--- config.mk ---
export PLATFORM = sky130hd
export DESIGN_NAME = cache_ctrl
export DESIGN_NICKNAME = d
export VERILOG_FILES = /design/src/rtl/cache_ctrl_pkg.sv /design/src/rtl/cache_ctrl_sat.sv /design/src/rtl/cache_ctrl.sv
export SDC_FILE = /design/constraint.sdc
export NUM_CORES = 1
export LEC_CHECK = 0
export CAP_MARGIN = 20
export CORE_MARGIN = 2
export CORE_UTILIZATION = 50
export DETAILED_ROUTE_END_ITERATION = 7
export PLACE_DENSITY = 0.95
export SKIP_LAST_GASP = 1
export SYNTH_ARGS = -nofsm -noshare
export SYNTH_HDL_FRONTEND = slang
export SYNTH_SLANG_ARGS = --single-unit
--- constraint.sdc ---
create_clock -name clk -period 4.4 [get_ports clk]
set_input_delay 1.32 -clock clk [delete_from_list [all_inputs] [get_ports clk]]
set_output_delay 1.32 -clock clk [all_outputs]
set_load 0.1 [all_outputs]
--- src/rtl/cache_ctrl_pkg.sv ---
`default_nettype none
// ============================================================================
// Module      : cache_ctrl_pkg
// Description : Shared types and constants for the cache miss/refill controller.
// Revision    : 1.0 - initial release
// ============================================================================
package cache_ctrl_pkg;

  localparam int c_AW_DEFAULT = 16;
  localparam int c_DW_DEFAULT = 16;
  localparam int c_CW_DEFAULT = 16;

  // Address split used by the cache: [15:8] tag, [7:0] index
  localparam int c_TAG_MSB = 15;
  localparam int c_TAG_LSB = 8;
  localparam int c_IDX_MSB = 7;
  localparam int c_IDX_LSB = 0;

  typedef enum logic [2:0] {
    ST_IDLE   = 3'd0,
    ST_LOOKUP = 3'd1,
    ST_MEM_RD = 3'd2,
    ST_FILL   = 3'd3,
    ST_RESP   = 3'd4,
    ST_MEM_WR = 3'd5
  } state_t;

endpackage
`default_nettype wire

--- src/rtl/cache_ctrl_sat.sv ---
`default_nettype none
// ============================================================================
// Module      : sat_counter
// Description : Event counter that sticks at its all-ones value.
// Revision    : 1.0 - initial release
// ============================================================================
module sat_counter #(
  parameter int CW = 16
) (
  input  logic          clk,
  input  logic          rst,
  input  logic          inc,
  output logic [CW-1:0] count
);

  logic [CW-1:0] r_count;

  always_ff @(posedge clk) begin
    if (rst) begin
      r_count <= '0;
    end else if (inc && (r_count != {CW{1'b1}})) begin
      r_count <= r_count + {{(CW-1){1'b0}}, 1'b1};
    end
  end

  assign count = r_count;

endmodule
`default_nettype wire

--- src/rtl/cache_ctrl.sv ---
`default_nettype none
// ============================================================================
// Module      : cache_ctrl
// Description : Miss/refill controller between the CPU memory stage and the
//               2-way cache; write-through stores, load refill from memory.
// Revision    : 1.0 - initial release
// ============================================================================
module cache_ctrl
  import cache_ctrl_pkg::*;
#(
  parameter int AW = c_AW_DEFAULT,
  parameter int DW = c_DW_DEFAULT,
  parameter int CW = c_CW_DEFAULT
) (
  input  logic          clk,
  input  logic          rst,
  input  logic          cpu_req,
  input  logic          cpu_we,
  input  logic [AW-1:0] cpu_addr,
  input  logic [DW-1:0] cpu_wdata,
  output logic [DW-1:0] cpu_rdata,
  output logic          cpu_done,
  output logic [AW-1:0] cache_addr,
  output logic [DW-1:0] cache_wdata,
  output logic          cache_wcmd,
  input  logic [DW-1:0] cache_rdata,
  input  logic          cache_hit,
  output logic          mem_req,
  output logic          mem_we,
  output logic [AW-1:0] mem_addr,
  output logic [DW-1:0] mem_wdata,
  input  logic [DW-1:0] mem_rdata,
  input  logic          mem_ack,
  output logic [CW-1:0] hit_cnt,
  output logic [CW-1:0] miss_cnt
);

  state_t        r_state;
  state_t        w_next;
  logic [AW-1:0] r_addr;
  logic [DW-1:0] r_data;
  logic          w_start;
  logic          w_hit_inc;
  logic          w_miss_inc;

  // The completion cycle itself never restarts an access, so a CPU that
  // drops cpu_req on seeing cpu_done is not retriggered.
  assign w_start = cpu_req && !cpu_done;

  always_ff @(posedge clk) begin
    if (rst) r_state <= ST_IDLE;
    else     r_state <= w_next;
  end

  always_comb begin
    w_next     = r_state;
    w_hit_inc  = 1'b0;
    w_miss_inc = 1'b0;
    case (r_state)
      ST_IDLE:   if (w_start) w_next = cpu_we ? ST_MEM_WR : ST_LOOKUP;
      ST_LOOKUP: begin
        w_next     = cache_hit ? ST_IDLE : ST_MEM_RD;
        w_hit_inc  = cache_hit;
        w_miss_inc = !cache_hit;
      end
      ST_MEM_RD: if (mem_ack) w_next = ST_FILL;
      ST_FILL:   w_next = ST_RESP;
      ST_RESP:   w_next = ST_IDLE;
      ST_MEM_WR: if (mem_ack) w_next = ST_IDLE;
      default:   w_next = ST_IDLE;
    endcase
  end

  always_ff @(posedge clk) begin
    if (rst) begin
      r_addr      <= '0;
      r_data      <= '0;
      cpu_rdata   <= '0;
      cpu_done    <= 1'b0;
      cache_addr  <= '0;
      cache_wdata <= '0;
      cache_wcmd  <= 1'b0;
      mem_req     <= 1'b0;
      mem_we      <= 1'b0;
      mem_addr    <= '0;
      mem_wdata   <= '0;
    end else begin
      cache_wcmd <= 1'b0;
      cpu_done   <= 1'b0;
      case (r_state)
        ST_IDLE: begin
          if (w_start) begin
            r_addr     <= cpu_addr;
            cache_addr <= cpu_addr;
            if (cpu_we) begin
              cache_wdata <= cpu_wdata;
              cache_wcmd  <= 1'b1;
              mem_req     <= 1'b1;
              mem_we      <= 1'b1;
              mem_addr    <= cpu_addr;
              mem_wdata   <= cpu_wdata;
            end
          end
        end
        ST_LOOKUP: begin
          if (cache_hit) begin
            cpu_rdata <= cache_rdata;
            cpu_done  <= 1'b1;
          end else begin
            mem_req  <= 1'b1;
            mem_we   <= 1'b0;
            mem_addr <= r_addr;
          end
        end
        ST_MEM_RD: begin
          if (mem_ack) begin
            r_data      <= mem_rdata;
            mem_req     <= 1'b0;
            cache_wdata <= mem_rdata;
            cache_wcmd  <= 1'b1;
          end
        end
        ST_FILL: begin
          cpu_rdata <= r_data;
          cpu_done  <= 1'b1;
        end
        ST_MEM_WR: begin
          if (mem_ack) begin
            mem_req  <= 1'b0;
            mem_we   <= 1'b0;
            cpu_done <= 1'b1;
          end
        end
        default: ;
      endcase
    end
  end

  sat_counter #(.CW(CW)) u_hit_cnt (
    .clk   (clk),
    .rst   (rst),
    .inc   (w_hit_inc),
    .count (hit_cnt)
  );

  sat_counter #(.CW(CW)) u_miss_cnt (
    .clk   (clk),
    .rst   (rst),
    .inc   (w_miss_inc),
    .count (miss_cnt)
  );

endmodule
`default_nettype wire

==> results of run 1 <==
## placed cells by master, fill, tap and decap left out, drive strengths merged, types with 3 or more instances in the layout
cell type        n
a211oi          34
nand4           12
or3             11
and3             8
nor3b            3
o31ai            9
inv              9
nor2b            3
clkinv           4
o21a             3
nor3             7
buf             11
a311oi          17
clkdlybuf4s50  184
mux2i           33
nand2          126
o311ai           3
a21oi           69
dfxtp          135
bufinv           7
nand2b           3
nor2            67
clkbuf          20
nand3           28
mux2             3
o21ai           11
or4              8
nor4             6
nor4b            3
## power groups by stage
stage          Clock [mW]  Combinational (mW)  Sequential, mW
6_report             1.71                1.07            1.36
4_1_cts              1.72                1.07            1.36
2_1_floorplan           0               0.244            1.90
3_3_place_gp            0                1.04            1.38
3_5_place_dp            0                1.05            1.38
5_1_grt              1.78                1.11            1.37
## flip-flops by register name, indices dropped and copies added, names as in the netlist
signal,flops
r_addr,16
cache_wdata,16
r_data,16
cpu_rdata,16
u_hit_cnt.count,16
cache_wcmd,1
u_miss_cnt.count,16
mem_wdata,16
cpu_done,1
r_state,3
mem_req,1
mem_addr,16
mem_we,1
## routing by layer
layer	up-vias	global-route usage, %	share of wire [%]
met5	-	0	0
met4	0	15.6	4.5
met3	62	10.1	8.1
met2	264	45.6	48
met1	2742	33.0	40
li1	2800	-	-
## final timing paths
| check | end | startpoint | slack (ns) |
|---|---|---|---|
| worst min-delay path | mem_wdata[3] | mem_wdata[3] | 0.45 |
| worst min register to register | mem_wdata[3] | mem_wdata[3] | 0.45 |
| worst max-delay path | miss_cnt[8] | u_miss_cnt.count[8] | 1.02 |
| worst max register to register | u_miss_cnt.count[10] | r_state[0] | 1.95 |
## cell type report
type,instances,share of cell area [%]
multi-input combinational,495,34.2
sequential,135,32.0
timing repair buffer,195,22.9
clock buffer,20,5.52
clock inverter,12,2.90
tap,143,2.12
inverter,9,0.400
## kinds of logic (layout without fill, tap and decap cells)
group / after synthesis / count (layout) / share of synthesized area (%)
AO/OA/AOI/OAI: 158 / 158 / 17.8
flip-flops: 135 / 135 / 46.6
AND/OR/NAND/NOR: 297 / 297 / 24.6
adder cells (fa/ha/maj): 2 / 2 / 0.432
multiplexers: 36 / 36 / 6.28
XOR/XNOR: 2 / 2 / 0.302
buffers and inverters: 57 / 236 / 3.93
## synth_stat cells, types with 8 or more instances
| cell type | n | area share [%] |
|---|---|---|
| a211oi_1 | 34 | 4.4 |
| a21oi_1 | 69 | 6.0 |
| a311oi_1 | 17 | 2.6 |
| and3_1 | 8 | 0.86 |
| buf_2 | 11 | 0.95 |
| clkbuf_1 | 37 | 2.4 |
| dfxtp_1 | 135 | 47 |
| inv_1 | 9 | 0.58 |
| mux2i_1 | 33 | 5.7 |
| nand2_1 | 126 | 8.2 |
| nand3_1 | 28 | 2.4 |
| nand4_1 | 11 | 1.2 |
| nor2_1 | 66 | 4.3 |
| o21ai_0 | 11 | 0.95 |
| or3_1 | 11 | 1.2 |
## stage by stage
stage	cells	hold slack, ns	power [mW]	setup WS, ns	area (µm²)
floorplan	687	0.437	2.15	1.63	5800
global placement	977	0.440	2.42	0.898	7740
detailed placement	977	0.448	2.43	0.852	7740
CTS	1009	0.454	4.15	0.994	8450
global route	1009	0.479	4.26	0.963	8450
finish	1009	0.454	4.14	1.02	8450
==> key figures, run 1 <==
Status
  • Outcome: complete, no violations

Worst hold path
  • Hold depth: 2
  • Hold crit path type: flop to flop

Clock tree
  • Clock Path Buffers: 2
  • Clock Sinks: approximately 140
  • Hold Buf Count CTS: 0
  • Clock Latency Late Sink: 0.43 ns
  • CTS tree: built
  • Clock transition at path regs: 0.06 ns
  • H-tree levels: 4
  • Post CTS Setup Buffer Count: 0
  • Root Buffer: clkbuf_16
  • Post-CTS sizing: 0
  • CTS buffer count: 17

STA
  • Tcrit/Tclk final: approximately 77%
  • Worst-margin pin slew: ~1.1 ns
  • Unrepaired setup endpoints after global routing: false
  • Fmax: around 0.3 GHz
  • Fin crit period: 3.38 ns
  • Final setup violation count: 0
  • Final Hold Viols: 0
  • Fin Setup TNS: 0 ns
  • Rel. slew slack: between 20% and 30%
  • Setup Skew: approximately 0.0076 ns
  • Max Slew Vio Count: 0

Die
  • # IOs: about 190
  • Die H: 112 µm
  • Die Area: ~0.012 mm²
  • Chip width: 112 µm
  • Initial core utilization: a little over 50%
  • Site row count: 39
  • Placeable Area: approximately 0.011 mm²

Synth
  • Avg Cell Area, Syn: 8.44 µm²
  • Number of synthesized flops with an enable pin: 0
  • Gate count of the mapped netlist: around 700
  • Syn nets: around 760
  • Post-synthesis sequential area ratio: between 40 and 50%
  • Synthesis-stage register bit count: around 140
  • Async S/R FF share, synth: 0%
  • YS warnings: 0
  • Yosys cell types: 53
  • Mapped Area: about 0.0058 mm²
  • Top_reg_cell synth: dfxtp_1

Critical path
  • Max stage delay on crit path: around 1.2 ns
  • R2R cell count: 3
  • Crit Path Class: flop to output pin
  • Crit-path cells: clkdlybuf4s50_1
  • Worst EP required: just over 3 ns
  • CP endpoint kind: output pin
  • Worst path bufs/invs: 1
  • CP arrival: between 2 and 2.5 ns
  • Worst path depth: 1
  • CP Launch Type: flop
  • Crit-path max FO: 7
  • Slowest CP cell: clkdlybuf4s50_1
  • Cell family with most CP delay: buffers and inverters

GRT
  • Initial antenna violation count: 0
  • All-Layer GR Usage: 28.3%
  • First-pass GRT wire length: 28.4 mm
  • Largest net degree at the start of global routing: 89
  • Vias in the first global route: 5570
  • Global route overflow: 0

Detailed routing
  • Total wire length: ~18 mm
  • Total number of vias: around 5900
  • Routed len/inst: between 15 and 20 µm
  • # DRC: 0
  • Vias per inst: a little under 6
  • 1st-iter DRT viols: 516
  • Post-route ant nets: 0
  • Detailed Routing Iterations Pass 1: 6

Cells and area
  • Final Util: ~74%
  • Sequential Area: 0.00270 mm²
  • Nets: 925
  • Multi-input gate area: around 0.0029 mm²
  • Area growth syn-to-layout: 45.8%
  • Filler Cell Count: 795
  • Share of layout cells above drive strength 1: between 6 and 7%
  • N_diodes: 0

Power and ir drop
  • Internal power: between 2 and 3 mW
  • Net Switching: around 1.4 mW
  • Clock Power Share: 41.3%
  • Max VDD drop: 0.422 mV
  • Pwr dens: 490 mW/mm²
  • Sequential power share: about a third
  • Combinational fraction of design power: between 20% and 30%
  • Static Leak: between 3 and 4 nW
  • Sw Ratio: between 30% and 40%

Placement
  • Buffers on Ports: ~190
  • Post-DP HPWL: between 10 and 15 mm
  • RePlAce Congestion: about 0.9

Run
  • Max-cap violations: 0
No activity file was read; power rests on OpenSTA's default activity.
==> run 2: changes to the inputs <==
CORE_UTILIZATION = 46   (was 50)
PLACE_DENSITY = 0.89   (was 0.95)
clock period = 3.4 ns   (was 4.4 ns; I/O delays follow)
==> run 2 against run 1 <==
Compared with the run above: count of clock-buffer cells in the layout is 1 higher; largest power group unchanged; critical endpoint is now mem_addr[13]; final area is 3.6% lower; register-to-register slack worse by 0.81 ns; global-route usage is 4.3 points lower; combinational power is 25% higher; die area is 8.4% higher; critical path depth is 5 higher; clock skew hardly changed; hold slack hardly changed; via count is 3.0% lower.
==> key figures, run 2 (synthesis results as in run 1) <==
Detailed routing
  • # DRC: 0 (unchanged)
  • 1st-iter DRT viols: 509 (-1.4%)
  • Routed len/inst: 15.7 µm (-12%)
  • Total wire length: 16.4 mm (-8.7%)
  • Post-route ant nets: 0 (unchanged)
  • Vias per inst: 5.44 (-6.5%)
  • Detailed Routing Iterations Pass 1: 5 (-1)
  • Total number of vias: 5690 (-3.0%)

Die
  • Placeable Area: 0.0125 mm² (+9.6%)
  • Die H: 116 µm (+4.1%)
  • Die Area: 0.0135 mm² (+8.4%)
  • Initial core utilization: 46.5% (-4.5 points)
  • # IOs: 186 (unchanged)
  • Chip width: 116 µm (+4.1%)
  • Site row count: 41 (+5.1%)

GRT
  • Initial antenna violation count: 0 (unchanged)
  • Largest net degree at the start of global routing: 69 (-22%)
  • Vias in the first global route: 5172 (-7.1%)
  • Global route overflow: 0 (unchanged)
  • First-pass GRT wire length: 25.6 mm (-10%)
  • All-Layer GR Usage: 24.0% (-4.3 points)

Cells and area
  • Design area: 0.00815 mm² (-3.6%)
  • N_diodes: 0 (unchanged)
  • Nets: 933 (+0.86%)
  • Filler Cell Count: 1026 (+29%)
  • Sequential Area: 0.00270 mm² (unchanged)
  • Share of layout cells above drive strength 1: 20.9% (+14 points)
  • Commonest non-fill, non-tap cell in the layout: dfxtp_1
  • Most frequent cells in the layout: dfxtp_1 (135), buf_4 (133), nand2_1 (126)
  • Final Util: 65.4% (-8.9 points)
  • Area growth syn-to-layout: 40.6%
  • Multi-input gate area: 0.00289 mm² (unchanged)

STA
  • Max Slew Vio Count: 0 (unchanged)
  • Worst-margin pin slew: 0.769 ns (-0.319 ns)
  • Hold slack: 0.454 ns (+0.000329 ns)
  • Setup Skew: 0.00727 ns (-0.000278 ns)
  • Final setup violation count: 0 (unchanged)
  • Fin crit period: ~2.8 ns
  • Fin Setup TNS: 0 ns (unchanged)
  • Tcrit/Tclk final: about four fifths
  • Rel. slew slack: 48.4% (+21 points)
  • Unrepaired setup endpoints after global routing: false
  • Fmax: 0.360 GHz
  • Final Hold Viols: 0 (unchanged)

Clock tree
  • H-tree levels: 4 (unchanged)
  • Clock Latency Late Sink: 0.41 ns (-0.02 ns)
  • Clock Sinks: 135 (unchanged)
  • Post CTS Setup Buffer Count: 0 (unchanged)
  • CTS tree: built
  • CTS buffer count: 17 (unchanged)
  • Root Buffer: clkbuf_16
  • Post-CTS sizing: 0 (unchanged)
  • Clock transition at path regs: 0.06 ns (about the same)
  • Hold Buf Count CTS: 0 (unchanged)
  • Clock Path Buffers: 2 (unchanged)

Critical path
  • Max stage delay on crit path: 0.71 ns (-0.47 ns)
  • Crit Path Class: input port to flop
  • R2R cell count: 5 (+2)
  • Reg2Reg Setup Slack: 1.14 ns (-0.81 ns)
  • Worst EP required: 3.70 ns (+0.62 ns)
  • Crit-path max FO: 33 (+26)
  • CP Launch Type: input port
  • Critical R2R Capture: mem_addr[13]
  • Worst path bufs/invs: 2 (+1)
  • Cell family with most CP delay: buffers and inverters
  • Crit-path cells: clkdlybuf4s50_1 -> or4b_2 -> o31ai_4 -> buf_4 -> nor2_1 -> a211oi_1
  • Reg-to-reg critical path startpoint: r_state[0]
  • CP endpoint kind: flop
  • Slowest CP cell: or4b_2
  • CP arrival: 3.08 ns (+1.02 ns)

Power and ir drop
  • Max VDD drop: 0.599 mV (+42%)
  • Static Leak: 3.21 nW (+6.6%)
  • Pwr dens: 604 mW/mm² (+23%)
  • Total power: 4.92 mW (+19%)

Placement
  • RePlAce Congestion: 0.823 (-8.7%)
  • Placed cell area: 0.00756 mm² (-2.3%)
  • Post-DP HPWL: 11.5 mm (-2.4%)
  • Buffers on Ports: 185 (unchanged)

Worst hold path
  • Hold crit path type: flop to flop
  • Hold wc startpoint: r_data[0]
  • Hold endpoint: r_data[0]
  • Hold depth: 2 (unchanged)

Status
  • Outcome: complete, no violations

Run
  • Max-cap violations: 0 (unchanged)
[run 2: changes by cell type in the layout (fill, tap and decap cells not counted)]
cell,change
clkinv_2,+1
bufinv_16,-5
clkinvlp_4,+3
inv_6,+1
clkinv_4,-1
buf_4,+123
clkdlybuf4s50_1,-116
buf_12,+1
clkbuf_1,+1
[run 2: tightest hold or removal path: stages, from the launching register on]
cell	delay (ns)
dfxtp_1	0.31
nand2_1	0.05
a21oi_1	0.05
[run 2: worst max path at each step]
stage | start | end | slack, ns | depth (start not counted)
after floorplan | u_miss_cnt.count[1] | u_miss_cnt.count[1] | 0.75 | 6
after global placement | cache_hit | u_miss_cnt.count[14] | 0.35 | 6
after detailed placement | cache_hit | u_miss_cnt.count[14] | 0.27 | 6
after CTS | cache_hit | mem_addr[13] | 0.64 | 6
after global routing | cache_hit | mem_addr[13] | 0.57 | 6
final | cache_hit | mem_addr[13] | 0.62 | 6
[run 2: stage by stage]
step	cells	worst slack [ns]
after global placement	1014	0.350
after detailed placement	1014	0.272
after floorplan	687	0.746
after global routing	1046	0.575
final	1046	0.623
after CTS	1046	0.642
[run 2: area by class of cell]
cell class	count	area share [%]
Sequential cell	135	33.2
Clock inverter	11	1.50
Clock buffer	21	5.77
Multi-Input combinational cell	495	35.4
Timing Repair Buffer	203	21.1
Tap cell	172	2.64
Inverter	9	0.414
[run 2: power by group]
group	total (mW)	switching, mW	internal [mW]	leakage (nW)
clock network	1.82	0.686	1.14	0.281
logic	1.34	1.00	0.338	1.83
registers	1.76	0.0738	1.69	1.10
[run 2: layer usage]
layer / share of wire (%) / GRT usage [%] / up-vias / wire [µm]
met5: 0 / 0 / - / 0
met4: 1.7 / 9.05 / 0 / 281
met3: 6.8 / 8.35 / 26 / 1120
met2: 48 / 37.1 / 175 / 7860
met1: 44 / 31.1 / 2655 / 7200
li1: - / - / 2834 / -
